[src/rtl/elink_uplink_frame_tx.sv]
// elink_uplink_frame_tx
// Serialises 76-bit uplink words onto a 2-bit e-link, one dibit per clock.
// Each frame is a SOF byte, 38 payload dibits, a CRC-8 byte and an EOF byte,
// all sent MSB first, followed by a minimum idle gap before the next SOF.
// A single holding register sits in front of the payload shift register, so
// one word can wait while another frame is on the line.

module elink_uplink_frame_tx #(
  parameter int unsigned IFG_DIBITS = 4,
  parameter logic [7:0]  SOF_BYTE   = 8'h3C,
  parameter logic [7:0]  EOF_BYTE   = 8'hDC,
  parameter logic [1:0]  IDLE_DIBIT = 2'b10,
  parameter int unsigned CNT_W      = 16
) (
  input  logic             clk,
  input  logic             rst,
  input  logic             enable,
  input  logic [75:0]      data_in,
  input  logic             data_in_valid,
  output logic             data_in_ready,
  output logic [1:0]       tx_elink2bit,
  output logic             busy,
  output logic             frame_done,
  output logic [CNT_W-1:0] frame_cnt
);

  localparam int unsigned GAP_W     = $clog2(IFG_DIBITS + 1);
  localparam logic [5:0]  LAST_BYTE = 6'd3;
  localparam logic [5:0]  LAST_PAY  = 6'd37;

  typedef enum logic [2:0] {
    ST_IDLE,
    ST_SOF,
    ST_PAY,
    ST_CRC,
    ST_EOF
  } state_t;

  state_t           state;
  logic [5:0]       idx;
  logic             hold_vld;
  logic [75:0]      hold_data;
  logic [75:0]      shift;
  logic [7:0]       crc;
  logic [GAP_W-1:0] gap_cnt;
  logic [GAP_W-1:0] gap_next;
  logic             accept;
  logic             start;

  // Selects dibit i (0 = most significant) of a framing byte.
  function automatic logic [1:0] byte_dibit(input logic [7:0] b, input logic [1:0] i);
    case (i)
      2'd0:    return b[7:6];
      2'd1:    return b[5:4];
      2'd2:    return b[3:2];
      default: return b[1:0];
    endcase
  endfunction

  // CRC-8, polynomial 0x07, advanced by two message bits, high bit first.
  function automatic logic [7:0] crc8_dibit(input logic [7:0] c, input logic [1:0] d);
    logic [7:0] r;
    r = c;
    for (int b = 1; b >= 0; b--) begin
      r = {r[6:0], 1'b0} ^ ((r[7] ^ d[b]) ? 8'h07 : 8'h00);
    end
    return r;
  endfunction

  // The gap counter steps down in the same cycle the start decision is made,
  // so the next frame may launch on the cycle the count reaches zero; this
  // leaves exactly IFG_DIBITS idle dibits between EOF and SOF.
  assign gap_next      = (gap_cnt != '0) ? gap_cnt - GAP_W'(1) : '0;
  assign data_in_ready = ~hold_vld;
  assign accept        = data_in_valid & data_in_ready;
  assign start         = (state == ST_IDLE) && hold_vld && enable && (gap_next == '0);

  // Holding register: filled on a handshake, emptied when its word launches.
  always_ff @(posedge clk) begin
    // NOTE: sequential state uses non-blocking assignments so every register
    // samples pre-edge values regardless of statement order.
    if (!rst) begin
      hold_vld  <= 1'b0;
      // NOTE: the data word is cleared too, so a reset leaves no stale payload
      // that could be relaunched; the valid flag alone would suffice functionally.
      hold_data <= '0;
    end else begin
      if (accept) begin
        hold_vld  <= 1'b1;
        hold_data <= data_in;
      end else if (start) begin
        hold_vld  <= 1'b0;
      end
    end
  end

  // Framing FSM: every output is registered from the current state and index,
  // so the line shows a state's dibit one cycle after the state is entered.
  always_ff @(posedge clk) begin
    if (!rst) begin
      state        <= ST_IDLE;
      idx          <= '0;
      shift        <= '0;
      crc          <= '0;
      gap_cnt      <= '0;
      tx_elink2bit <= IDLE_DIBIT;
      busy         <= 1'b0;
      frame_done   <= 1'b0;
      frame_cnt    <= '0;
    end else begin
      frame_done <= 1'b0;
      case (state)
        ST_IDLE: begin
          tx_elink2bit <= IDLE_DIBIT;
          busy         <= 1'b0;
          gap_cnt      <= gap_next;
          if (start) begin
            shift <= hold_data;
            crc   <= 8'h00;
            idx   <= '0;
            state <= ST_SOF;
          end
        end

        ST_SOF: begin
          tx_elink2bit <= byte_dibit(SOF_BYTE, idx[1:0]);
          busy         <= 1'b1;
          if (idx == LAST_BYTE) begin
            idx   <= '0;
            state <= ST_PAY;
          end else begin
            idx <= idx + 6'd1;
          end
        end

        ST_PAY: begin
          tx_elink2bit <= shift[75:74];
          busy         <= 1'b1;
          shift        <= {shift[73:0], 2'b00};
          crc          <= crc8_dibit(crc, shift[75:74]);
          if (idx == LAST_PAY) begin
            idx   <= '0;
            state <= ST_CRC;
          end else begin
            idx <= idx + 6'd1;
          end
        end

        ST_CRC: begin
          // The CRC is consumed by shifting; it is re-zeroed at the next launch.
          tx_elink2bit <= crc[7:6];
          busy         <= 1'b1;
          crc          <= {crc[5:0], 2'b00};
          if (idx == LAST_BYTE) begin
            idx   <= '0;
            state <= ST_EOF;
          end else begin
            idx <= idx + 6'd1;
          end
        end

        ST_EOF: begin
          tx_elink2bit <= byte_dibit(EOF_BYTE, idx[1:0]);
          busy         <= 1'b1;
          if (idx == LAST_BYTE) begin
            idx        <= '0;
            frame_done <= 1'b1;
            frame_cnt  <= frame_cnt + CNT_W'(1);
            gap_cnt    <= GAP_W'(IFG_DIBITS);
            state      <= ST_IDLE;
          end else begin
            idx <= idx + 6'd1;
          end
        end

        default: begin
          tx_elink2bit <= IDLE_DIBIT;
          busy         <= 1'b0;
          idx          <= '0;
          state        <= ST_IDLE;
        end
      endcase
    end
  end

endmodule

[config.mk]
export PLATFORM = sky130hd
export DESIGN_NAME = elink_uplink_frame_tx
export DESIGN_NICKNAME = d
export VERILOG_FILES = /design/src/rtl/elink_uplink_frame_tx.sv
export SDC_FILE = /design/constraint.sdc
export NUM_CORES = 1
export LEC_CHECK = 0
export ABC_AREA = 1
export BUFFER_PORTS_ARGS = -buffer_cell sky130_fd_sc_hd__buf_2
export CAP_MARGIN = 15
export CORE_MARGIN = 2
export CORE_UTILIZATION = 58
export DETAILED_ROUTE_END_ITERATION = 10
export PLACE_DENSITY_LB_ADDON = 0.05
export SLEW_MARGIN = 20
export SYNTH_ARGS = -nofsm -noshare
export SYNTH_HDL_FRONTEND = slang
export SYNTH_SLANG_ARGS = --single-unit
[constraint.sdc]
create_clock -name clk -period 1.6 [get_ports clk]
set_input_delay 0.32 -clock clk [delete_from_list [all_inputs] [get_ports clk]]
set_output_delay 0.32 -clock clk [all_outputs]
set_load 0.05 [all_outputs]
==> PnR_summary.wiki, run 1 <==
{| class="wikitable"
! Metric !! Value
|-
| Transition time at the pin with the least slew margin || 0.376 ns
|-
| Hold_buf cts || 0
|-
| Largest net degree at the start of global routing || just under 80
|-
| Clock transition at the registers of the reported paths || 0.07 ns
|-
| Leakage power || 4.34 nW
|-
| Clock tree root driver cell || clkbuf_16
|-
| Final Max Tran Viols || 0
|-
| Worst reg2reg path depth || 8
|-
| Worst reg2reg path endpoint || shift[16]
|-
| Fraction of layout cells with a size suffix above 1 || 16.7%
|-
| Outcome || finished, final reports clean
|-
| Peak Freq || 656 MHz
|-
| Launch point of the worst hold path || data_in[47]
|-
| Number of clock buffers inserted by TritonCTS || 17
|-
| Setup WS post-layout || roughly 0.075 ns
|-
| Routability cong. || 0.826
|-
| Clock Tree Buf Depth || 2
|-
| Multi-input gate area in the final layout || 3910 µm²
|-
| Hold Path End || hold_data[47]
|-
| CTS tree || yes
|-
| RR Startpoint || state[0]
|-
| Proportion of synthesized chip area in sequential cells || 47.4%
|-
| Via count of the first global-routing pass || 6412
|-
| Max Cap Viol || 0
|-
| Total global routing track utilization || 23.7%
|-
| Starting DRT DRC Count || 706
|-
| Placement-stage worst setup slack || -0.0770 ns
|-
| Switching part of the total power || 33.5%
|-
| Power spent charging and discharging nets || between 0.004 and 0.005 W
|-
| Sum of met3 wire segment lengths after detailed routing || 853 µm
|-
| Number of synthesized register bits || 193
|-
| Relative max-transition margin || 75.0%
|-
| Max Clock Skew || 0.00898 ns
|-
| H-tree levels || 4
|-
| Internal reg-to-reg setup slack || approximately 0.075 ns
|-
| Initial antenna violation count || 0
|-
| Number of unique standard cell types used by synthesis || 27
|-
| Routed metal-1 wirelength || 8800 µm
|-
| Highest-count cells in the layout ignoring fill and taps || nand2_1, nor2_1, dfxtp_1
|-
| Most frequent standard cell in the layout excluding fill and tap cells || nand2_1
|-
| Worst-path maximum fanout || 16
|-
| Synthesized instance count || about 1200
|-
| Time the worst path needs with I/O delays and setup || 1.53 ns
|-
| Worst Hold Margin || approximately 0.14 ns
|-
| Sequential cell area || 3870 µm²
|-
| RSZ-0062 raised after global routing || true
|-
| Worst setup SP type || register
|-
| Internal power || 0.00987 W
|-
| Antenna Nets Post-Route || 0
|-
| Average footprint of a synthesized cell || 6.75 µm²
|-
| Wire length of the first global-routing pass || 29000 µm
|-
| Final hold violation count || 0
|-
| TritonRoute pass-1 iters || 5
|-
| Data required time of the worst path || roughly 1.9 ns
|-
| Detailed-routed wire length on met2 || 8460 µm
|-
| Total power draw || approximately 0.015 W
|-
| Min-Delay Path Depth || 3
|-
| Area Growth Syn to Fin || 19.9%
|-
| Die W || 123 µm
|-
| Cell Pwr Density || approximately 1500 nW/µm²
|-
| Final non-filler cell total || 1500
|-
| # setup viols final || 0
|-
| # clock sinks || 193
|-
| Class of the worst hold path || in2reg
|-
| Number of placed cells counting well taps || 1461
|-
| Data arrival time at the worst-slack endpoint || ~1.8 ns
|-
| Total wirelength of the detailed-routed design || 18200 µm
|-
| Count of nets after finishing || 1394
|-
| Area enclosed by the die boundary || 15000 µm²
|-
| Sum of negative setup slack || 0 ns
|-
| Clock latency at the later pin of the worst-skew pair || ~0.42 ns
|-
| Via count normalized by instance count || 5.08
|-
| Routed WL per cell || roughly 12 µm
|-
| Number of ports placed on the die boundary || 101
|-
| Period Utilization, post-route || about 95%
|-
| Share of power burned in the clock network || 27.7%
|-
| Detailed-route via count || 7614
|-
| Share of total power in combinational logic || 29.6%
|-
| Number of port buffers || 100
|-
| Number of nets produced by synthesis || 1294
|-
| Reg power frac || 42.6%
|-
| Number of synthesis warnings || 0
|-
| Sort of element at the end of the critical path || register
|-
| Number of antenna diodes || 0
|-
| Drc violations || 0
|-
| Highest routed metal layer || met4
|-
| Initial cell density of the core || 59.0%
|-
| Core Rows || 43
|-
| Post-Synthesis Cell Area || approximately 8200 µm²
|-
| Number of filler instances in the final layout || 1203
|-
| Gr ovfl total || 0
|-
| Worst vdd ir || 897 µV
|-
| Detail Placement HPWL || roughly 11000 µm
|-
| Vertical die dimension || between 100 and 150 µm
|-
| Classification of the worst setup path || reg2reg
|-
| Core region area || roughly 14000 µm²
|}
## through the flow
step,cell area (µm²),util [%]
finish,9780,70.7
floorplan,8160,-
detailed placement,9010,65.2
global route,9780,70.7
global placement,9010,65.2
CTS,9590,69.3
## power by group through the flow
| stage | combinational, W | clock [W] | sequential (W) |
|---|---|---|---|
| 3_3_place_gp | 0.00388 | 0 | 0.00633 |
| 4_1_cts | 0.00402 | 0.00416 | 0.00627 |
| 3_5_place_dp | 0.00396 | 0 | 0.00636 |
| 5_1_grt | 0.00496 | 0.00437 | 0.00642 |
| 2_1_floorplan | 0.00283 | 0 | 0.00633 |
| 6_report | 0.00440 | 0.00411 | 0.00632 |
## sequential cells by signal, indices dropped and copies added, names as in the netlist
| name | flops |
|---|---|
| shift | 76 |
| gap_cnt | 3 |
| busy | 1 |
| frame_cnt | 16 |
| hold_vld | 1 |
| frame_done | 1 |
| state | 3 |
| idx | 6 |
| hold_data | 76 |
| crc | 8 |
| tx_elink2bit | 2 |
## layout make-up
class / instances / area share, %
multi-input combinational: 907 / 40.0
sequential: 193 / 39.6
timing repair buffer: 149 / 10.7
clock buffer: 19 / 4.63
tap: 180 / 2.30
inverter: 40 / 1.61
clock inverter: 11 / 1.16
timing repair inverter: 1 / 0.0512
## timing repair
item | 4_1_cts | 5_1_grt
hold endpoints to repair | 0 | 0
endpoints found under the setup margin | 69 | 88
resized for setup | 0 | 33
pin swaps | 1 | 2
gates cloned | 0 | 4
setup buffers | 1 | 4
## synthesized netlist by cell type, drive strengths merged
cell    count  area [µm²]
nor2      336        1280
nand2     322        1210
dfxtp     193        3860
o21ai     163         816
inv        39         146
clkbuf     38         143
a21oi      35         175
buf        31         158
nand3      16        80.1
nand4       8        50.1
xor2        7        61.3
ha          5        62.6
nor3        5        25.0
xnor2       4        35.0
nand3b      3        22.5
a31oi       1        6.26
clkinv      1        3.75
o211ai      1        7.51
o22ai       1        6.26
## metal layers
metal	track usage, %	up-vias
li1	-	4005
met4	5.75	0
met5	0	-
met1	32.3	3420
met2	38.4	179
met3	5.34	10
## cell families after synthesis
logic type                 synth area share, %
buffers and inverters                     5.52
and+or+nand+nor                           32.8
xor gates and xnor gates                  1.18
AOI/OAI and AO/OA                         12.4
adders and majority gates                0.767
DFF                                       47.4
## worst max path at each step
stage	start	end	cells after the start
floorplan	hold_vld	hold_data[67]	7
global placement	state[0]	shift[33]	8
CTS	idx[1]	frame_cnt[12]	7
finish	state[0]	shift[16]	8
detailed placement	state[0]	shift[45]	8
global route	gap_cnt[1]	shift[14]	8
## worst max-delay path, cell delays in order, from the launching register on
cell and delay, ns:
dfxtp_2 0.36, nor2_2 0.06, nand2_2 0.11, inv_4 0.07, nor2_4 0.27, clkinv_4 0.18, clkbuf_16 0.21, nor2_1 0.09
nor2_1 0.05
Power figures use the tool's default switching activity.
==> inputs of run 2 (changes only) <==
--- a/config.mk
+++ b/config.mk
@@ -12,6 +12,7 @@
 export CORE_UTILIZATION = 58
 export DETAILED_ROUTE_END_ITERATION = 10
 export PLACE_DENSITY_LB_ADDON = 0.05
+export SETUP_SLACK_MARGIN = 0.15
 export SLEW_MARGIN = 20
 export SYNTH_ARGS = -nofsm -noshare
 export SYNTH_HDL_FRONTEND = slang
==> constraint.sdc (replaced) <==
create_clock -name clk -period 1.6 [get_ports clk]
set_input_delay 0.16 -clock clk [delete_from_list [all_inputs] [get_ports clk]]
set_output_delay 0.16 -clock clk [all_outputs]
set_load 0.05 [all_outputs]
==> run 2 against run 1 <==
Compared with the run above:
- the run now ends with hold timing left
- first-iteration DRC count down 16%
- die area is the same
- global-route usage rose by 2.5 points
- maximum frequency up 4.1%
- sequential power about the same
- clock skew up 0.0041 ns
- hold slack worse by 0.15 ns
- setup slack better by 0.060 ns
- total power rose by 4.0%
- critical path depth up 2
- design area up 6.7%
- critical endpoint is now state[2]
- largest power group unchanged
==> PnR_summary.wiki, run 2 (same netlist as run 1, synthesis figures left out) <==
{| class="wikitable"
! Metric !! Value
|-
| Outcome || complete, but fails checks
|-
| Violations in the final reports || hold timing
|-
| Stage delay of the slowest cell on the critical path || 0.33 ns
|-
| Routed WL per cell || 12.7 µm
|-
| Detailed-route via count || 7905
|-
| Placement-stage worst setup slack || 0.0836 ns
|-
| H-tree levels || 4
|-
| Worst setup SP type || register
|-
| CP max stage cell || dfxtp_2
|-
| TritonRoute pass-1 iters || 6
|-
| Drc violations || 0
|-
| Final hold violation count || 1
|-
| Worst-path maximum fanout || 4
|-
| Clock Tree Buf Depth || 2
|-
| Area Growth Syn to Fin || 27.9%
|-
| Number of port buffers || 100
|-
| Gr ovfl total || 0
|-
| Detail Placement HPWL || 11000 µm
|-
| Data required time of the worst path || 1.96 ns
|-
| Via count normalized by instance count || slightly above 5
|-
| Registers with the most flip-flops || hold_data: 76 flops, shift: 76 flops, frame_cnt: 16 flops
|-
| Highest-count cells in the layout ignoring fill and taps || nor2_1, nand2_1, dfxtp_1
|-
| Number of antenna diodes || 0
|-
| Classification of the worst setup path || reg2reg
|-
| Initial cell density of the core || 59.0%
|-
| Final Max Tran Viols || 0
|-
| Cell Pwr Density || 1480 nW/µm²
|-
| # clock sinks || 193
|-
| Starting DRT DRC Count || 590
|-
| Sort of element at the end of the critical path || register
|-
| CTS tree || yes
|-
| Peak Freq || 682 MHz
|-
| Total wirelength of the detailed-routed design || about 20000 µm
|-
| # setup viols final || 0
|-
| Time the worst path needs with I/O delays and setup || between 1 and 1.5 ns
|-
| Period Utilization, post-route || about 90%
|-
| Fraction of layout cells with a size suffix above 1 || 15.4%
|-
| Top cell family by delay on the critical path || simple AND/OR/NAND/NOR gates
|-
| RSZ-0062 raised after global routing || true
|-
| Antenna Nets Post-Route || 0
|-
| Die W || roughly 120 µm
|-
| RR Startpoint || idx[1]
|-
| Vertical die dimension || approximately 120 µm
|-
| Leakage power || ~4.6 nW
|-
| Relative max-transition margin || 73.6%
|-
| Largest net degree at the start of global routing || 58
|-
| Wire length of the first global-routing pass || 31900 µm
|-
| Initial antenna violation count || 0
|-
| Start point of the critical path || idx[1]
|-
| Max Clock Skew || 0.0131 ns
|-
| Core region area || 13800 µm²
|-
| Clock transition at the registers of the reported paths || 0.06 ns
|-
| Most frequent standard cell in the layout excluding fill and tap cells || nor2_1
|-
| Number of clock buffers inserted by TritonCTS || 17
|-
| Transition time at the pin with the least slew margin || 0.396 ns
|-
| Via count of the first global-routing pass || 7190
|-
| Worst Hold Margin || -0.00706 ns
|-
| Total global routing track utilization || 26.2%
|-
| Launch point of the worst hold path || data_in[74]
|-
| Data arrival time at the worst-slack endpoint || 1.83 ns
|-
| Clock tree root driver cell || clkbuf_16
|-
| Bufs and invs on worst path || 3
|-
| Class of the worst hold path || in2reg
|-
| Max Cap Viol || 0
|-
| Setup WS post-layout || between 0.1 and 0.15 ns
|-
| Number of ports placed on the die boundary || 101
|-
| Core Rows || 43
|-
| Worst vdd ir || 1210 µV
|-
| Clock latency at the later pin of the worst-skew pair || 0.44 ns
|-
| Routability cong. || 0.796
|-
| Cell chain of the critical path || buf_6, inv_4, ha_4, nand4_1, nand2_2, nand3_2, buf_6, nand2_1, nand2_1, nor2_1
|-
| Sum of negative setup slack || 0 ns
|-
| Area enclosed by the die boundary || about 15000 µm²
|-
| Count of nets after finishing || between 1000 and 1500
|}
run 2: per-layer routing:
layer	global-route usage (%)	share of wire, %
met2	45.2	48
met1	33.1	46
met4	6.90	1.1
met5	0	0
met3	5.81	4.9
run 2: area by class of cell:
| class | count | area [µm²] |
|---|---|---|
| Fill cell | 1072 | 3390 |
| Inverter | 40 | 169 |
| Clock buffer | 22 | 474 |
| Clock inverter | 8 | 153 |
| Tap cell | 180 | 225 |
| Sequential cell | 193 | 3890 |
| Timing Repair Buffer | 198 | 1630 |
| Multi-Input combinational cell | 907 | 3900 |
run 2: where the power goes:
part	internal, W	switching [W]	leakage [nW]	total (W)
combinational	0.00183	0.00274	2.68	0.00458
sequential	0.00578	0.000531	1.59	0.00631
clock	0.00274	0.00180	0.304	0.00453
run 2: final timing paths:
check | slack [ns] | end | cells after the start
setup / recovery | 0.13 | state[2] | 10
hold / removal | -0.007 | hold_data[74] | 3
setup reg to reg | 0.13 | state[2] | 10
hold reg to reg | 0.45 | shift[73] | 2
run 2: repair_timing:
item	in CTS	in global routing
hold buffers	57	1
endpoints found under the hold margin	57	1
gates resized for setup	10	48
endpoints found under the setup margin	93	111
pin swaps	2	6
gates cloned	1	3
buffers inserted	3	0
run 2: tightest hold or removal path: stages:
cell     delay [ns]
buf_2          0.07
o21ai_0        0.07
nor2_1         0.08
run 2: stage by stage:
step	cell area, µm²	cells	hold slack, ns	utilization (%)	total power, W
after floorplan	8190	1209	0.324	-	0.00917
after global placement	8990	1453	0.407	65.0	0.0102
after detailed placement	8990	1453	0.415	65.0	0.0103
after CTS	10300	1544	0.000317	74.3	0.0151
after global routing	10400	1548	0.00416	75.5	0.0163
final	10400	1548	-0.00706	75.5	0.0154
